--- src/rtl/apb_reg_slave.sv ---
// APB register responder: 16-bit register bank with programmable wait states and pslverr.
// Optional byte-lane write strobes are enabled by defining APB_SLV_STRB_EN.
module apb_reg_slave #(
  parameter logic [19:0] BASE_ADDR   = 20'h00000,
  parameter int          NUM_REGS    = 8,
  parameter int          WAIT_STATES = 1
) (
  input  logic                     clk,
  input  logic                     reset,
  input  logic                     psel,
  input  logic                     penable,
  input  logic                     pwrite,
  input  logic [1:0]               pstrb,
  input  logic [19:0]              paddr,
  input  logic [15:0]              pwdata,
  output logic                     pready,
  output logic [15:0]              prdata,
  output logic                     pslverr,
  input  logic [15:0]              hw_status,
  output logic [16*NUM_REGS-1:0]   regs_o,
  output logic [NUM_REGS-1:0]      reg_wr_o
);

  localparam int              IW       = $clog2(NUM_REGS);
  localparam logic [IW-1:0]   LAST     = IW'(NUM_REGS - 1);
  localparam logic [20:0]     END_ADDR = {1'b0, BASE_ADDR} + 21'(2 * NUM_REGS);
  localparam logic [3:0]      CNT_INIT = (WAIT_STATES == 0) ? 4'd0 : 4'(WAIT_STATES - 1);

  typedef enum logic [1:0] {IDLE, WAIT, RESP} state_t;

  state_t                     r_state;
  logic [3:0]                 r_cnt;
  logic [IW-1:0]              r_idx;
  logic                       r_write;
  logic                       r_err;
  logic [1:0]                 r_strb;
  logic [15:0]                r_wdata;
  logic [NUM_REGS-1:0][15:0]  r_regs;

  logic [19:0]   w_off;
  logic [IW-1:0] w_in_idx;
  logic          w_in_err;
  logic [IW-1:0] w_sel_idx;
  logic          w_sel_err;
  logic [15:0]   w_rd_data;
  logic [15:0]   w_mask;
  logic          w_commit;

  // 21-bit compare keeps the upper bound correct when BASE_ADDR sits near the top of the map
  assign w_off    = paddr - BASE_ADDR;
  assign w_in_idx = IW'(w_off >> 1);
  assign w_in_err = (paddr < BASE_ADDR) | ({1'b0, paddr} >= END_ADDR) | paddr[0]
                  | (pwrite & (w_in_idx == LAST));

  // With zero wait states the response is built from the live setup-cycle inputs
  assign w_sel_idx = (r_state == IDLE) ? w_in_idx : r_idx;
  assign w_sel_err = (r_state == IDLE) ? w_in_err : r_err;
  assign w_rd_data = w_sel_err           ? 16'h0000  :
                     (w_sel_idx == LAST) ? hw_status : r_regs[w_sel_idx];

`ifdef APB_SLV_STRB_EN
  assign w_mask   = {{8{r_strb[1]}}, {8{r_strb[0]}}};
  assign w_commit = r_write & ~r_err & (|r_strb);
`else
  logic w_strb_ign;
  // strobes have no effect in this build; the term below is always 0
  assign w_strb_ign = &{1'b0, r_strb};
  assign w_mask     = 16'hFFFF;
  assign w_commit   = r_write & ~r_err & ~w_strb_ign;
`endif

  assign regs_o = r_regs;

  always_ff @(posedge clk) begin
    if (reset) begin
      r_state  <= IDLE;
      r_cnt    <= '0;
      r_idx    <= '0;
      r_write  <= 1'b0;
      r_err    <= 1'b0;
      r_strb   <= '0;
      r_wdata  <= '0;
      r_regs   <= '0;
      pready   <= 1'b0;
      pslverr  <= 1'b0;
      prdata   <= '0;
      reg_wr_o <= '0;
    end else begin
      reg_wr_o <= '0;
      case (r_state)
        IDLE: begin
          if (psel && !penable) begin
            r_idx   <= w_in_idx;
            r_write <= pwrite;
            r_err   <= w_in_err;
            r_strb  <= pstrb;
            r_wdata <= pwdata;
            if (WAIT_STATES == 0) begin
              r_state <= RESP;
              pready  <= 1'b1;
              pslverr <= w_in_err;
              prdata  <= w_rd_data;
            end else begin
              r_state <= WAIT;
              r_cnt   <= CNT_INIT;
            end
          end
        end
        WAIT: begin
          if (!psel) begin
            r_state <= IDLE;
          end else if (r_cnt == 4'd0) begin
            r_state <= RESP;
            pready  <= 1'b1;
            pslverr <= r_err;
            prdata  <= w_rd_data;
          end else begin
            r_cnt <= r_cnt - 4'd1;
          end
        end
        RESP: begin
          r_state <= IDLE;
          pready  <= 1'b0;
          pslverr <= 1'b0;
          prdata  <= '0;
          if (w_commit) begin
            r_regs[r_idx]   <= (r_regs[r_idx] & ~w_mask) | (r_wdata & w_mask);
            reg_wr_o[r_idx] <= 1'b1;
          end
        end
        default: r_state <= IDLE;
      endcase
    end
  end

endmodule

--- config.mk ---
export PLATFORM = sky130hd
export DESIGN_NAME = apb_reg_slave
export DESIGN_NICKNAME = d
export VERILOG_FILES = /design/src/rtl/apb_reg_slave.sv
export SDC_FILE = /design/constraint.sdc
export NUM_CORES = 1
export LEC_CHECK = 0
export CORE_MARGIN = 5
export CORE_UTILIZATION = 50
export DETAILED_ROUTE_END_ITERATION = 8
export GPL_ROUTABILITY_DRIVEN = 0
export PLACE_DENSITY = 0.83
export RECOVER_POWER = 25
export SLEW_MARGIN = 30
export SYNTH_ARGS = -nofsm -noshare
export SYNTH_HDL_FRONTEND = slang
export SYNTH_SLANG_ARGS = --single-unit
--- constraint.sdc ---
create_clock -name clk -period 3.7 [get_ports clk]
set_input_delay 0.74 -clock clk [delete_from_list [all_inputs] [get_ports clk]]
set_output_delay 0.74 -clock clk [all_outputs]
set_load 0.02 [all_outputs]
==> flow_metrics.env <==
export IMPL_status="complete, but fails checks"
export IMPL_violations="capacitance limit, slew limit"
export IMPL_synth_top_area_share=0.4784
export IMPL_cp_slowest_cell="clkbuf_1"
export IMPL_worstSetupPathType="reg2reg"
export IMPL_grt_use_met3=0.08137
export IMPL_synth_cell_area_mm2=0.007575
export IMPL_fin_crit_ns=2.915
export IMPL_start_kind="register"
export IMPL_synthesis_nets=887
export IMPL_crit_path_max_incr_delay_ns=0.82
export IMPL_clock_latency_ns=0.43
export IMPL_grt_pass1_wl_um=35770
export IMPL_cts_sinks=181
export IMPL_worst_setup_path_end_kind="register"
export IMPL_via_count=6714
export IMPL_rsz0062_at_grt="no"
export IMPL_min_path_type="reg2reg"
export IMPL_cp_max_fo=11
export IMPL_ys_ff_latch=181
export IMPL_post_synth_top_count_cell="dfxtp_1"
export IMPL_num_antenna_cells=0
export IMPL_postCtsHoldBufs=0
export IMPL_path_cells="and4bb_1, nand2_1, or2_0, clkbuf_1, mux2i_1, nor2_1"
export IMPL_drtIter0Drc=483
export IMPL_cts_max_level=4
export IMPL_powerDensity_mw_per_mm2=396.7
export IMPL_crit_required_ns=4.01
export IMPL_yosysUniqueCellTypes=47
export IMPL_finalHoldViolations=0
export IMPL_post_cts_resized=0
export IMPL_final_antenna_net_count=0
export IMPL_instances_no_fill=1197
export IMPL_grtUsageMet2=0.4340
export IMPL_dpl_cell_count=1165
export IMPL_cp_num_buf_inv=1
export IMPL_synth_edf_count=0
export IMPL_crit_arrival_ns=3.22
export IMPL_hpwl_um=16040
export IMPL_max_slew_worst_pin_slew_ns=1.518
export IMPL_num_rows=45
export IMPL_grt_usage=0.2561
export IMPL_cts_buffer_depth=2
export IMPL_clock_root_buffer="clkbuf_16"
export IMPL_fin_util=0.6820
export IMPL_wl_um=23130
export IMPL_period_share=0.7877
export IMPL_setup_viol_count_final=0
export IMPL_drt_first_pass_iters=5
export IMPL_grt_pass1_vias=6603
export IMPL_syn_area_per_cell_um2=9.170
export IMPL_syn2layout_area_growth_pct=35.35
export IMPL_die_width_um=133.1
export IMPL_fmax_ghz=0.3431
export IMPL_start_util=0.5039
export IMPL_grt_start_max_net_pins=110
export IMPL_drc=0
export IMPL_synth_flop_cell="dfxtp_1"
export IMPL_whs_ns=0.4504
export IMPL_viasPerCell=5.609
export IMPL_antenna_found_initial=0
export IMPL_io_pins=213
export IMPL_finalClockSkew_ns=0.01504
export IMPL_async_reset_ff_frac=0
export IMPL_synth_area_leaders="dfxtp_1 (48%), mux2i_1 (19%), nand2_1 (7.1%)"
export IMPL_core_area_mm2=0.01503
export IMPL_clk_pin_slew_ns=0.07
export IMPL_drv_cap=1
export IMPL_critPathTopFamily="simple AND/OR/NAND/NOR gates"
export IMPL_max_slew_margin=-0.03787
export IMPL_die_y_um=133.1
export IMPL_busiest_layer="met2"
export IMPL_drive_gt1_frac=0.05550
export IMPL_drv_slew=8
export IMPL_synthCells=826
export IMPL_cts_buffers_inserted=17
export IMPL_yosys_area_top_type="dfxtp_1"
export IMPL_tns_ns=0
export IMPL_synth_seq_area_share=0.4784
export IMPL_portBuffers=210
export IMPL_grt_overflow=0
export IMPL_die_area_mm2=0.01771
export IMPL_vdd_drop_max_mv=0.3232
export IMPL_nets=1057
export IMPL_wl_per_cell_um=19.33
export IMPL_yosys_top_cells_count="dfxtp_1 (181), mux2i_1 (144), nand2_1 (143)"
export IMPL_gr_usage_met1=0.2987
export IMPL_p_leak_nw=3.920
export IMPL_cts_tree="done"
export IMPL_synth_warnings=0
export IMPL_cts_setup_buffers=0
[worst register-to-register path, cell delays in order (launching register included)]
cell and delay [ns]:
dfxtp_1 0.48, and4bb_1 0.29, nand2_1 0.18, or2_0 0.67
clkbuf_1 0.82, mux2i_1 0.29, nor2_1 0.05
[registers in the layout (all words and copies together), names as in the netlist]
register and flops:
r_write 1, pready 1, prdata 16, r_err 1, pslverr 1, r_wdata 16, r_state 2, r_idx 3
regs_o 128, r_cnt 4, reg_wr_o 8
[cells by family after synthesis]
kind of cell,count (synthesis),synth area share
AND/OR/NAND/NOR,300,0.1680
adder cells (fa/ha/maj),2,0.003303
AO/OA/AOI/OAI,119,0.1069
multiplexers,146,0.1933
XOR/XNOR,2,0.002313
buffers and inverters,76,0.04790
flip-flops,181,0.4784
[final timing paths]
| check | startpoint | endpoint | slack, ns | depth (start not counted) |
|---|---|---|---|---|
| setup / recovery | r_state[0] | regs_o[55] | 0.79 | 6 |
| hold / removal | regs_o[115] | regs_o[115] | 0.45 | 2 |
| setup reg to reg | r_state[0] | regs_o[55] | 0.79 | 6 |
| hold reg to reg | regs_o[115] | regs_o[115] | 0.45 | 2 |
[report_power, final]
group	internal (mW)	switching, mW	total, mW
registers	1.97	0.0390	2.01
logic	0.136	0.166	0.302
clock network	0.998	0.761	1.76
[per-layer routing]
layer,up-vias,share of wire
met5,-,0
met4,0,0.028
met3,44,0.089
met2,268,0.49
met1,3212,0.39
li1,3190,-
[cell type report]
class                           instances  area, um2
Tap cell                              188      235.2
Clock buffer                           21      480.5
Fill cell                            1154       4781
Inverter                                5      18.77
Timing Repair Buffer                  222       2207
Multi-Input combinational cell        569       3588
Clock inverter                         11      98.84
Sequential cell                       181       3623
[stage by stage]
step	area, um2	setup WS, ns	power [mW]
after detailed placement	9703	0.6792	2.349
after floorplan	7575	1.829	2.221
final	10250	0.7854	4.067
after global routing	10250	0.6309	4.176
after CTS	10280	1.078	4.082
after global placement	9697	0.7215	2.345
[cells in the final DEF, fill, tap and decap left out, types with 5 or more instances in the layout]
cell type	n
a21oi_1	57
mux2i_1	144
buf_4	9
nand2_1	143
nor2_1	111
a222oi_1	15
nand3_1	6
a22o_1	15
nor3_1	9
a31oi_1	17
clkbuf_16	17
clkdlybuf4s50_1	183
nand2b_1	5
inv_1	5
dfxtp_1	181
dlygate4sd3_1	26
No activity file was read; power rests on OpenSTA's default activity.
